**src/rtl/seven_segment_scan.sv**
```systemverilog
// -----------------------------------------------------------------------------
// seven_segment_scan
//   Time-multiplexed driver for a DIGITS-wide seven-segment display.
//   A prescaler divides clk into digit slots. Each slot opens with GUARD dark
//   cycles to hide ghosting while the anodes switch, then shows one digit.
//   New data is written to a shadow register by a load strobe. The shadow is
//   copied to the active register only at a frame boundary, so a frame can
//   never show a mix of old and new digits.
//
// Parameters
//   DIGITS      1..8        number of multiplexed digits
//   REFRESH_DIV 4..2^20     clk cycles per digit slot
//   GUARD       1..DIV-2    dark cycles at the start of each slot
//   ACTIVE_LOW  0/1         1: seg/an drive 0 for lit/selected
//
// Ports
//   clk     in   system clock, rising edge
//   rst_n   in   asynchronous active-low reset
//   value   in   4*DIGITS  hex nibble per digit, digit 0 rightmost
//   dp_in   in   DIGITS    decimal point per digit
//   blank   in   DIGITS    force digit dark (DP included)
//   load    in   1         capture value/dp_in/blank into the shadow register
//   seg     out  8         segments A..G = bit0..6, DP = bit7 (registered)
//   an      out  DIGITS    one-hot digit select (registered)
//   frame   out  1         high in the last cycle of each frame
//
// Optional feature
//   SEVEN_SEGMENT_LEADING_ZERO_BLANK_EN : when defined, leading zero digits
//   (from the top digit down to the first nonzero one) are suppressed. Digit 0
//   is never suppressed. DP still shows on suppressed digits.
// -----------------------------------------------------------------------------

// Per-digit lane: decodes one nibble into an active-high segment pattern.
module seven_segment_scan_lane (
  input  logic [3:0] i_nib,
  input  logic       i_dp,
  input  logic       i_blank,
  input  logic       i_lz,
  output logic [7:0] o_seg
);

  logic [6:0] w_glyph;

  always_comb begin
    w_glyph = 7'h00;
    case (i_nib)
      4'h0: w_glyph = 7'h3F;
      4'h1: w_glyph = 7'h06;
      4'h2: w_glyph = 7'h5B;
      4'h3: w_glyph = 7'h4F;
      4'h4: w_glyph = 7'h66;
      4'h5: w_glyph = 7'h6D;
      4'h6: w_glyph = 7'h7D;
      4'h7: w_glyph = 7'h07;
      4'h8: w_glyph = 7'h7F;
      4'h9: w_glyph = 7'h6F;
      4'hA: w_glyph = 7'h77;
      4'hB: w_glyph = 7'h7C;
      4'hC: w_glyph = 7'h39;
      4'hD: w_glyph = 7'h5E;
      4'hE: w_glyph = 7'h79;
      4'hF: w_glyph = 7'h71;
      default: w_glyph = 7'h00;
    endcase
  end

  // The blank input darkens everything. Leading-zero suppression keeps the DP.
  always_comb begin
    if (i_blank)   o_seg = 8'h00;
    else if (i_lz) o_seg = {i_dp, 7'h00};
    else           o_seg = {i_dp, w_glyph};
  end

endmodule

module seven_segment_scan #(
  parameter int DIGITS      = 4,
  parameter int REFRESH_DIV = 16384,
  parameter int GUARD       = 2,
  parameter int ACTIVE_LOW  = 1
) (
  input  logic                  clk,
  input  logic                  rst_n,
  input  logic [4*DIGITS-1:0]   value,
  input  logic [DIGITS-1:0]     dp_in,
  input  logic [DIGITS-1:0]     blank,
  input  logic                  load,
  output logic [7:0]            seg,
  output logic [DIGITS-1:0]     an,
  output logic                  frame
);

  localparam int PRE_W = $clog2(REFRESH_DIV);
  localparam int IDX_W = (DIGITS > 1) ? $clog2(DIGITS) : 1;

  localparam logic [PRE_W-1:0]  PRE_MAX   = PRE_W'(REFRESH_DIV - 1);
  localparam logic [PRE_W-1:0]  PRE_GUARD = PRE_W'(GUARD);
  localparam logic [IDX_W-1:0]  IDX_MAX   = IDX_W'(DIGITS - 1);
  localparam logic [DIGITS-1:0] AN_ONE    = DIGITS'(1);

  // Inactive levels. Polarity is applied by XOR just ahead of the output flops.
  localparam logic [7:0]        SEG_OFF = (ACTIVE_LOW != 0) ? 8'hFF : 8'h00;
  localparam logic [DIGITS-1:0] AN_OFF  = (ACTIVE_LOW != 0) ? {DIGITS{1'b1}} : {DIGITS{1'b0}};

  localparam logic [0:0] ST_GUARD = 1'b0;
  localparam logic [0:0] ST_SHOW  = 1'b1;

  if (DIGITS < 1 || DIGITS > 8) begin : g_bad_digits
    $error("seven_segment_scan: DIGITS out of range 1..8");
  end
  if (REFRESH_DIV < 4 || REFRESH_DIV > (1 << 20)) begin : g_bad_div
    $error("seven_segment_scan: REFRESH_DIV out of range 4..2^20");
  end
  if (GUARD < 1 || GUARD > REFRESH_DIV - 2) begin : g_bad_guard
    $error("seven_segment_scan: GUARD out of range 1..REFRESH_DIV-2");
  end

  // Timing state
  logic [PRE_W-1:0]       r_presc;
  logic [IDX_W-1:0]       r_idx;
  logic [0:0]             r_state;

  // Shadow (written by load) and active (what the current frame displays)
  logic [4*DIGITS-1:0]    r_sh_val,   r_act_val;
  logic [DIGITS-1:0]      r_sh_dp,    r_act_dp;
  logic [DIGITS-1:0]      r_sh_blank, r_act_blank;

  logic [7:0]             r_seg;
  logic [DIGITS-1:0]      r_an;

  logic                   w_wrap;
  logic                   w_frame_bdry;
  logic [PRE_W-1:0]       w_presc_nxt;
  logic [IDX_W-1:0]       w_idx_nxt;
  logic [0:0]             w_state_nxt;
  logic [4*DIGITS-1:0]    w_act_val_nxt;
  logic [DIGITS-1:0]      w_act_dp_nxt;
  logic [DIGITS-1:0]      w_act_blank_nxt;
  logic [DIGITS-1:0]      w_lz;
  logic [DIGITS-1:0][7:0] w_lane_seg;
  logic [7:0]             w_seg_hi;
  logic [DIGITS-1:0]      w_an_hi;

  assign w_wrap       = (r_presc == PRE_MAX);
  assign w_frame_bdry = w_wrap && (r_idx == IDX_MAX);
  assign w_presc_nxt  = w_wrap ? '0 : r_presc + 1'b1;
  assign w_idx_nxt    = !w_wrap ? r_idx : ((r_idx == IDX_MAX) ? '0 : r_idx + 1'b1);

  // frame is driven only by registered state. It is high in the cycle whose
  // closing edge loads the active register.
  assign frame = w_frame_bdry;

  always_comb begin
    w_state_nxt = r_state;
    case (r_state)
      ST_GUARD: if (w_presc_nxt >= PRE_GUARD) w_state_nxt = ST_SHOW;
      ST_SHOW:  if (w_wrap)                   w_state_nxt = ST_GUARD;
      default:                                w_state_nxt = ST_GUARD;
    endcase
  end

  // A load that lands on the boundary cycle bypasses the shadow. The new frame
  // then starts with the freshest data.
  always_comb begin
    w_act_val_nxt   = r_act_val;
    w_act_dp_nxt    = r_act_dp;
    w_act_blank_nxt = r_act_blank;
    if (w_frame_bdry) begin
      if (load) begin
        w_act_val_nxt   = value;
        w_act_dp_nxt    = dp_in;
        w_act_blank_nxt = blank;
      end else begin
        w_act_val_nxt   = r_sh_val;
        w_act_dp_nxt    = r_sh_dp;
        w_act_blank_nxt = r_sh_blank;
      end
    end
  end

`ifdef SEVEN_SEGMENT_LEADING_ZERO_BLANK_EN
  // Scan from the top digit down. Suppression lasts while every digit seen so
  // far is zero. Digit 0 is never included.
  logic w_lz_run;
  always_comb begin
    w_lz     = '0;
    w_lz_run = 1'b1;
    for (int i = DIGITS - 1; i >= 1; i--) begin
      w_lz_run = w_lz_run & (w_act_val_nxt[4*i +: 4] == 4'h0);
      w_lz[i]  = w_lz_run;
    end
  end
`else
  assign w_lz = '0;
`endif

  // Lanes decode the next-cycle active data. The output flops then line up
  // with the prescaler and index they are registered alongside.
  for (genvar g = 0; g < DIGITS; g++) begin : g_lane
    seven_segment_scan_lane u_lane (
      .i_nib   (w_act_val_nxt[4*g +: 4]),
      .i_dp    (w_act_dp_nxt[g]),
      .i_blank (w_act_blank_nxt[g]),
      .i_lz    (w_lz[g]),
      .o_seg   (w_lane_seg[g])
    );
  end

  always_comb begin
    w_seg_hi = 8'h00;
    w_an_hi  = '0;
    if (w_state_nxt == ST_SHOW) begin
      w_seg_hi = w_lane_seg[w_idx_nxt];
      w_an_hi  = AN_ONE << w_idx_nxt;
    end
  end

  always_ff @(posedge clk or negedge rst_n) begin
    if (!rst_n) begin
      r_presc     <= '0;
      r_idx       <= '0;
      r_state     <= ST_GUARD;
      r_sh_val    <= '0;
      r_sh_dp     <= '0;
      r_sh_blank  <= '1;
      r_act_val   <= '0;
      r_act_dp    <= '0;
      r_act_blank <= '1;
      r_seg       <= SEG_OFF;
      r_an        <= AN_OFF;
    end else begin
      r_presc     <= w_presc_nxt;
      r_idx       <= w_idx_nxt;
      r_state     <= w_state_nxt;
      if (load) begin
        r_sh_val   <= value;
        r_sh_dp    <= dp_in;
        r_sh_blank <= blank;
      end
      r_act_val   <= w_act_val_nxt;
      r_act_dp    <= w_act_dp_nxt;
      r_act_blank <= w_act_blank_nxt;
      r_seg       <= w_seg_hi ^ SEG_OFF;
      r_an        <= w_an_hi ^ AN_OFF;
    end
  end

  assign seg = r_seg;
  assign an  = r_an;

endmodule
```
**config.mk**
```make
export PLATFORM = sky130hd
export DESIGN_NAME = seven_segment_scan
export DESIGN_NICKNAME = d
export VERILOG_FILES = /design/src/rtl/seven_segment_scan.sv
export SDC_FILE = /design/constraint.sdc
export NUM_CORES = 1
export LEC_CHECK = 0
export ABC_AREA = 1
export BUFFER_PORTS_ARGS = -buffer_cell sky130_fd_sc_hd__buf_2
export CORE_AREA = 2 2 183 95
export DETAILED_ROUTE_END_ITERATION = 7
export DIE_AREA = 0 0 185 97
export HOLD_SLACK_MARGIN = 0.1
export REMOVE_ABC_BUFFERS = 1
export SYNTH_ARGS = -nofsm -noshare
export SYNTH_HDL_FRONTEND = slang
export SYNTH_SLANG_ARGS = --single-unit
```
**constraint.sdc**
```tcl
create_clock -name clk -period 4.3 [get_ports clk]
set_input_delay 0.43 -clock clk [delete_from_list [all_inputs] [get_ports clk]]
set_output_delay 0.43 -clock clk [all_outputs]
set_load 0.01 [all_outputs]
```
; ---- Word level (Yosys, flattened, before mapping)
; Memories as Yosys holds them, arrays and structs flattened.
; Cells that the tools add are included.
[word_totals]
regBits = 77
mem_bits_ro = 448
in_bits = 27
mem_count = 4
[memory_table]
columns = name, words, word_bits, read_ports, rd_clocked_by_memory_dff, wr, line_no
row1 = (name not given), 16, 7, 1, 0, 0, 46  ; case (i_nib)
row2 = (name not given), 16, 7, 1, 0, 0, 46
row3 = (name not given), 16, 7, 1, 0, 0, 46
row4 = (name not given), 16, 7, 1, 0, 0, 46
[op_classes]
addsub = 2
order_cmp = 2
eq_ne = 2
shift = 1
n_mux = 20
bitwise_logic = 3
reduce_logical = 1
[op_table]
columns = cell, count
row1 = $mux W8, 6
row2 = $mux W16, 2
row3 = $mux W4, 5
row4 = $bmux W8 S2, 1
row5 = $add A14 B1 Y14 const B, 1
row6 = $eq A14 B14 Y1 const B, 1
row7 = $ge A14 B2 Y1 const B, 1
row8 = $mux W14, 1
row9 = $not A8 Y8, 1
row10 = $mux W2, 2
row11 = $not A4 Y4, 1
row12 = $shl A1 B2 Y4 const A, 1
row13 = $lt A2 B3 Y1 const B, 1
row14 = $add A2 B1 Y2 const B, 1
row15 = $eq A2 B2 Y1 const B, 1
row16 = $mux W1, 2
row17 = $pmux W1 S2, 1
row18 = $logic_and A1 B1 Y1, 1
row19 = $not A1 Y1, 1

; ---- Longest topological paths before layout
; An unclocked memory read counts as a cell.
[logic_depth]
depth_word = 9
mapped_depth = 18
depth_no_buf = 17

; ---- Modules after synthesis
; Synthesis repeated with hierarchy kept, for this count alone.
[unflattened]
cells_unflattened = 647
area_unflattened_um2 = 4894.7
[by_module_without_submodules]
columns = module, n_inst, cells_each, area_per_inst_um2, seq_area_each_um2
row1 = seven_segment_scan, 1, 432, 3580.9, 1951.9
row2 = seven_segment_scan_lane at g_lane[2].u_lane ..., 2, 53, 329.1, 0.0
row3 = seven_segment_scan_lane at g_lane[0].u_lane, 1, 56, 335.3, 0.0
row4 = seven_segment_scan_lane at g_lane[1].u_lane, 1, 53, 320.3, 0.0

; ---- Least setup slack after synthesis
; OpenSTA, ideal clock, no wires.
[synth_timing]
path_type = flip-flop to flip-flop
start = register r_presc[0]
end = register r_seg[1], in the netlist seg[1]
setup_ns = 0.076
t_arrival_ns = 2.258
required_time_ns = 4.224
setup_slack_ns = 1.966
stages_incl_launch_ff = 16
n_path_buf = 1
synth_period_minus_slack_ns = 2.334
cell_sequence = dfrtp_1 -> ha_1 -> nand3_2 -> nor2_4 -> nand3_4 -> buf_2 -> o21ai_1 -> ha_1 -> nand3_1 -> nor2_1 -> nor2_1 -> nand2_1 -> nand2_1 -> nand2_1 -> nor2_1 -> nand2_1
[synth_via]
elab_chain_len = 9
[synth_rtl]
columns = element, line_no
row1 = "start, declared", 119  ; logic [PRE_W-1:0] r_presc;
row2 = "start signal, assigned", 232  ; r_presc <= w_presc_nxt;
row3 = "parallel branches: the longest is 7 deep, another holds $add A14 B1 Y14", --
row4 = $mux W8 *, 212  ; if (w_state_nxt == ST_SHOW) begin
row5 = $not A8 Y8 (no line) *, --
row6 = "end signal, assigned", 243  ; r_seg <= w_seg_hi ^ SEG_OFF;
row7 = "end, declared", 128  ; logic [7:0] r_seg;
; Every way passes the cells marked *. The select of a mux whose other input is x is not followed.

; ---- Final worst setup path
; Ends and elaborated chain as after synthesis.

==> results.txt <==
final setup vio count -> 0
Critical Path Start Type -> flip-flop
reg-to-reg slack, setup -> 1330 ps
EDFF count, synth -> 0
Clock Skew -> 6.545 ps
first-pass GRT wire length -> 19330 µm
R2R cell count -> 15
Ys Warns -> 0
Post-Syn Area -> 4816 µm²
largest net degree at the start of global routing -> 78
post-synth cell types -> 32
PostCTS Resize Cnt -> 0
Placer Congestion -> 0.9233
Core ar. -> 16190 µm²
WL per Instance -> 12.03 µm
area share of the largest cell type after synthesis -> 0.2962
DRT Pass-1 Iters -> 5
die height -> 97 µm
maxcap violations -> 0
Max Buffers Root-to-Sink -> 2
CTS Buf Count -> 9
Seq/Total Area, Yosys -> 0.4053
Ports -> 40
Critical Path AT -> 3230 ps
WL final -> 11130 µm
Syn-to-layout area delta -> 14.26%
final global-route overflow total -> 0
Non-Filler Instances -> 925
total die area -> 17950 µm²
Hold-fix buffers, CTS -> 0
via count -> 4074
worst r2r dst -> seg[1]$_DFF_PN1_
total track usage -> 0.1338
H-tree Lvls -> 3
cell taking the most area after synthesis -> dfrtp_1
Main synth FF type -> dfrtp_1
syn avg cell area -> 7.375 µm²
final hold vios -> 0
ant diodes -> 0
Vias/cell -> 4.404
Post-DRT Antenna Nets -> 0
RSZ-0062 raised after global routing -> false
share of cells above drive strength 1 -> 0.1705
Initial Utilization -> 0.2975
Worst-path clk slew -> 60 ps
CP endpoint kind -> flip-flop
initial antenna violation count -> 0
1st-iter DRT viols -> 394
relative slew slack -> 0.3334
top cells by area, synth -> dfrtp_1, nand2_1, dfstp_2, nand3_1, inv_1
# fillers -> 1724
WS Path Type -> reg2reg
fmax -> 337.1 MHz
worst path required time -> 4570 ps
Clk Latency, worst-skew pair -> 340 ps
Tot Pwr -> 1.529 mW
DP Cell Count -> 909
most common cell in the netlist -> nand2_1
fin crit share -> 0.6898
reg2reg start -> r_presc[0]$_DFF_PN0_
CTS tree -> built
PortBufs -> 39
setup TNS -> 0 ps
Nets -> 746
status -> finished, final reports clean
commonest cells in the synthesized netlist -> nand2_1, nand3_1, inv_1
Synth Register Bits -> 77
row count -> 33
Pleak -> 3.077 nW
worst vdd ir -> 0.1676 mV
ys async rst share -> 1.000
Hold WC Path Type -> in2async
Syn Inst Count -> 653
clock sink count -> 77
maximum net fanout on the critical path -> 24
vias in the first global route -> 3989
minimum clock period -> 2966 ps
CTS root buffer -> clkbuf_16
DP Wirelength -> 8133 µm
pwr dens -> 277.9 nW/µm²
Slew @ Worst Pin -> 999.9 ps
setup bufs post-CTS -> 0
Die Width -> 185 µm
DRC -> 0
final max-slew violation count -> 0
==> worst max path at each step <==
stage,start,to,slack [ps],cells past startpoint
after global routing,r_presc[0]$_DFF_PN0_,seg[0]$_DFF_PN1_,1000,17
final,r_presc[0]$_DFF_PN0_,seg[1]$_DFF_PN1_,1330,15
after CTS,r_presc[0]$_DFF_PN0_,seg[1]$_DFF_PN1_,1330,15
after floorplan,r_presc[0]$_DFF_PN0_,seg[1]$_DFF_PN1_,1780,14
after global placement,r_presc[0]$_DFF_PN0_,seg[1]$_DFF_PN1_,1430,15
after detailed placement,r_presc[0]$_DFF_PN0_,seg[1]$_DFF_PN1_,1350,15
==> power breakdown <==
group / internal (mW) / leakage [nW] / switching, mW / total (mW)
sequential: 0.749 / 0.855 / 0.00482 / 0.754
clock: 0.421 / 0.137 / 0.286 / 0.707
combinational: 0.0238 / 2.09 / 0.0439 / 0.0677
==> through the flow <==
| step | setup slack [ps] | util | area [µm²] | hold WS, ps |
|---|---|---|---|---|
| floorplan | 1784 | - | 4732 | 134.4 |
| global placement | 1429 | 0.3231 | 5229 | 468.1 |
| detailed placement | 1351 | 0.3231 | 5229 | 478.1 |
| CTS | 1333 | 0.3400 | 5503 | 301.0 |
| global route | 999.4 | 0.3400 | 5503 | 329.9 |
| finish | 1334 | 0.3400 | 5503 | 240.0 |
==> per-layer routing <==
metal / global-route usage / wire length [µm] / vias to the layer above / share of wire
met2: 0.2218 / 5249 / 74 / 0.47
met4: 0.04884 / 168 / 0 / 0.015
met3: 0.02523 / 356 / 15 / 0.032
li1: - / - / 2119 / -
met5: 0 / 0 / - / 0
met1: 0.1734 / 5355 / 1866 / 0.48
==> critical path, stage by stage (launching register included) <==
cell and delay, ps:
dfrtp_1 400, ha_1 250, nand3_2 160, nor2_4 220, nand3_4 280, buf_4 340, o21ai_1 360, ha_1 300
nand3_1 110, nor2_1 50, nor2_1 80, nand2_1 70, nand2_1 60, nand2_1 50, nor2_1 80, nand2_1 60
==> placed cells by master (no fill, tap or decap), types with 2 or more instances in the layout <==
master / count
nand4_1: 3
o21bai_1: 4
ha_1: 26
a21oi_1: 4
nand2_2: 9
nand2_1: 219
clkinv_2: 2
xor2_1: 2
inv_1: 93
buf_4: 3
mux2_2: 11
buf_2: 38
nor2_4: 3
clkbuf_16: 9
nor2_2: 5
clkbuf_8: 2
nand3_1: 96
clkbuf_1: 3
o21ai_2: 6
nor2_1: 44
nand3b_1: 2
o21ai_0: 16
inv_2: 4
dfrtp_1: 57
dfstp_2: 20
o21ai_1: 7
o21ai_4: 3
==> kinds of logic (layout without fill, tap and decap cells) <==
| kind of cell | Yosys count | count (layout) | synth area share |
|---|---|---|---|
| compound gates | 41 | 41 | 0.05690 |
| xor+xnor | 2 | 2 | 0.003638 |
| simple gates | 386 | 386 | 0.3471 |
| buf+inv | 110 | 155 | 0.09379 |
| flops | 77 | 77 | 0.4053 |
| fa+ha+maj | 26 | 26 | 0.06755 |
| mux | 11 | 11 | 0.02572 |
==> area by class of cell <==
type | instances | area [µm²] | share of cell area
Clock inverter | 2 | 10.01 | 0.001819
Multi-Input combinational cell | 466 | 2412 | 0.4384
Sequential cell | 77 | 1952 | 0.3547
Tap cell | 227 | 284.0 | 0.05161
Timing Repair Buffer | 41 | 212.7 | 0.03865
Inverter | 98 | 367.9 | 0.06685
Clock buffer | 14 | 264.0 | 0.04798
==> registers in the layout, indices dropped and copies added (netlist names) <==
name and flops:
r_act_blank 4, r_sh_blank 4, r_sh_val 16, r_act_dp 4, r_sh_dp 4, r_act_val 16, r_state 1, an 4
r_presc 14, seg 8, r_idx 2
No activity file was read; power rests on OpenSTA's default activity.
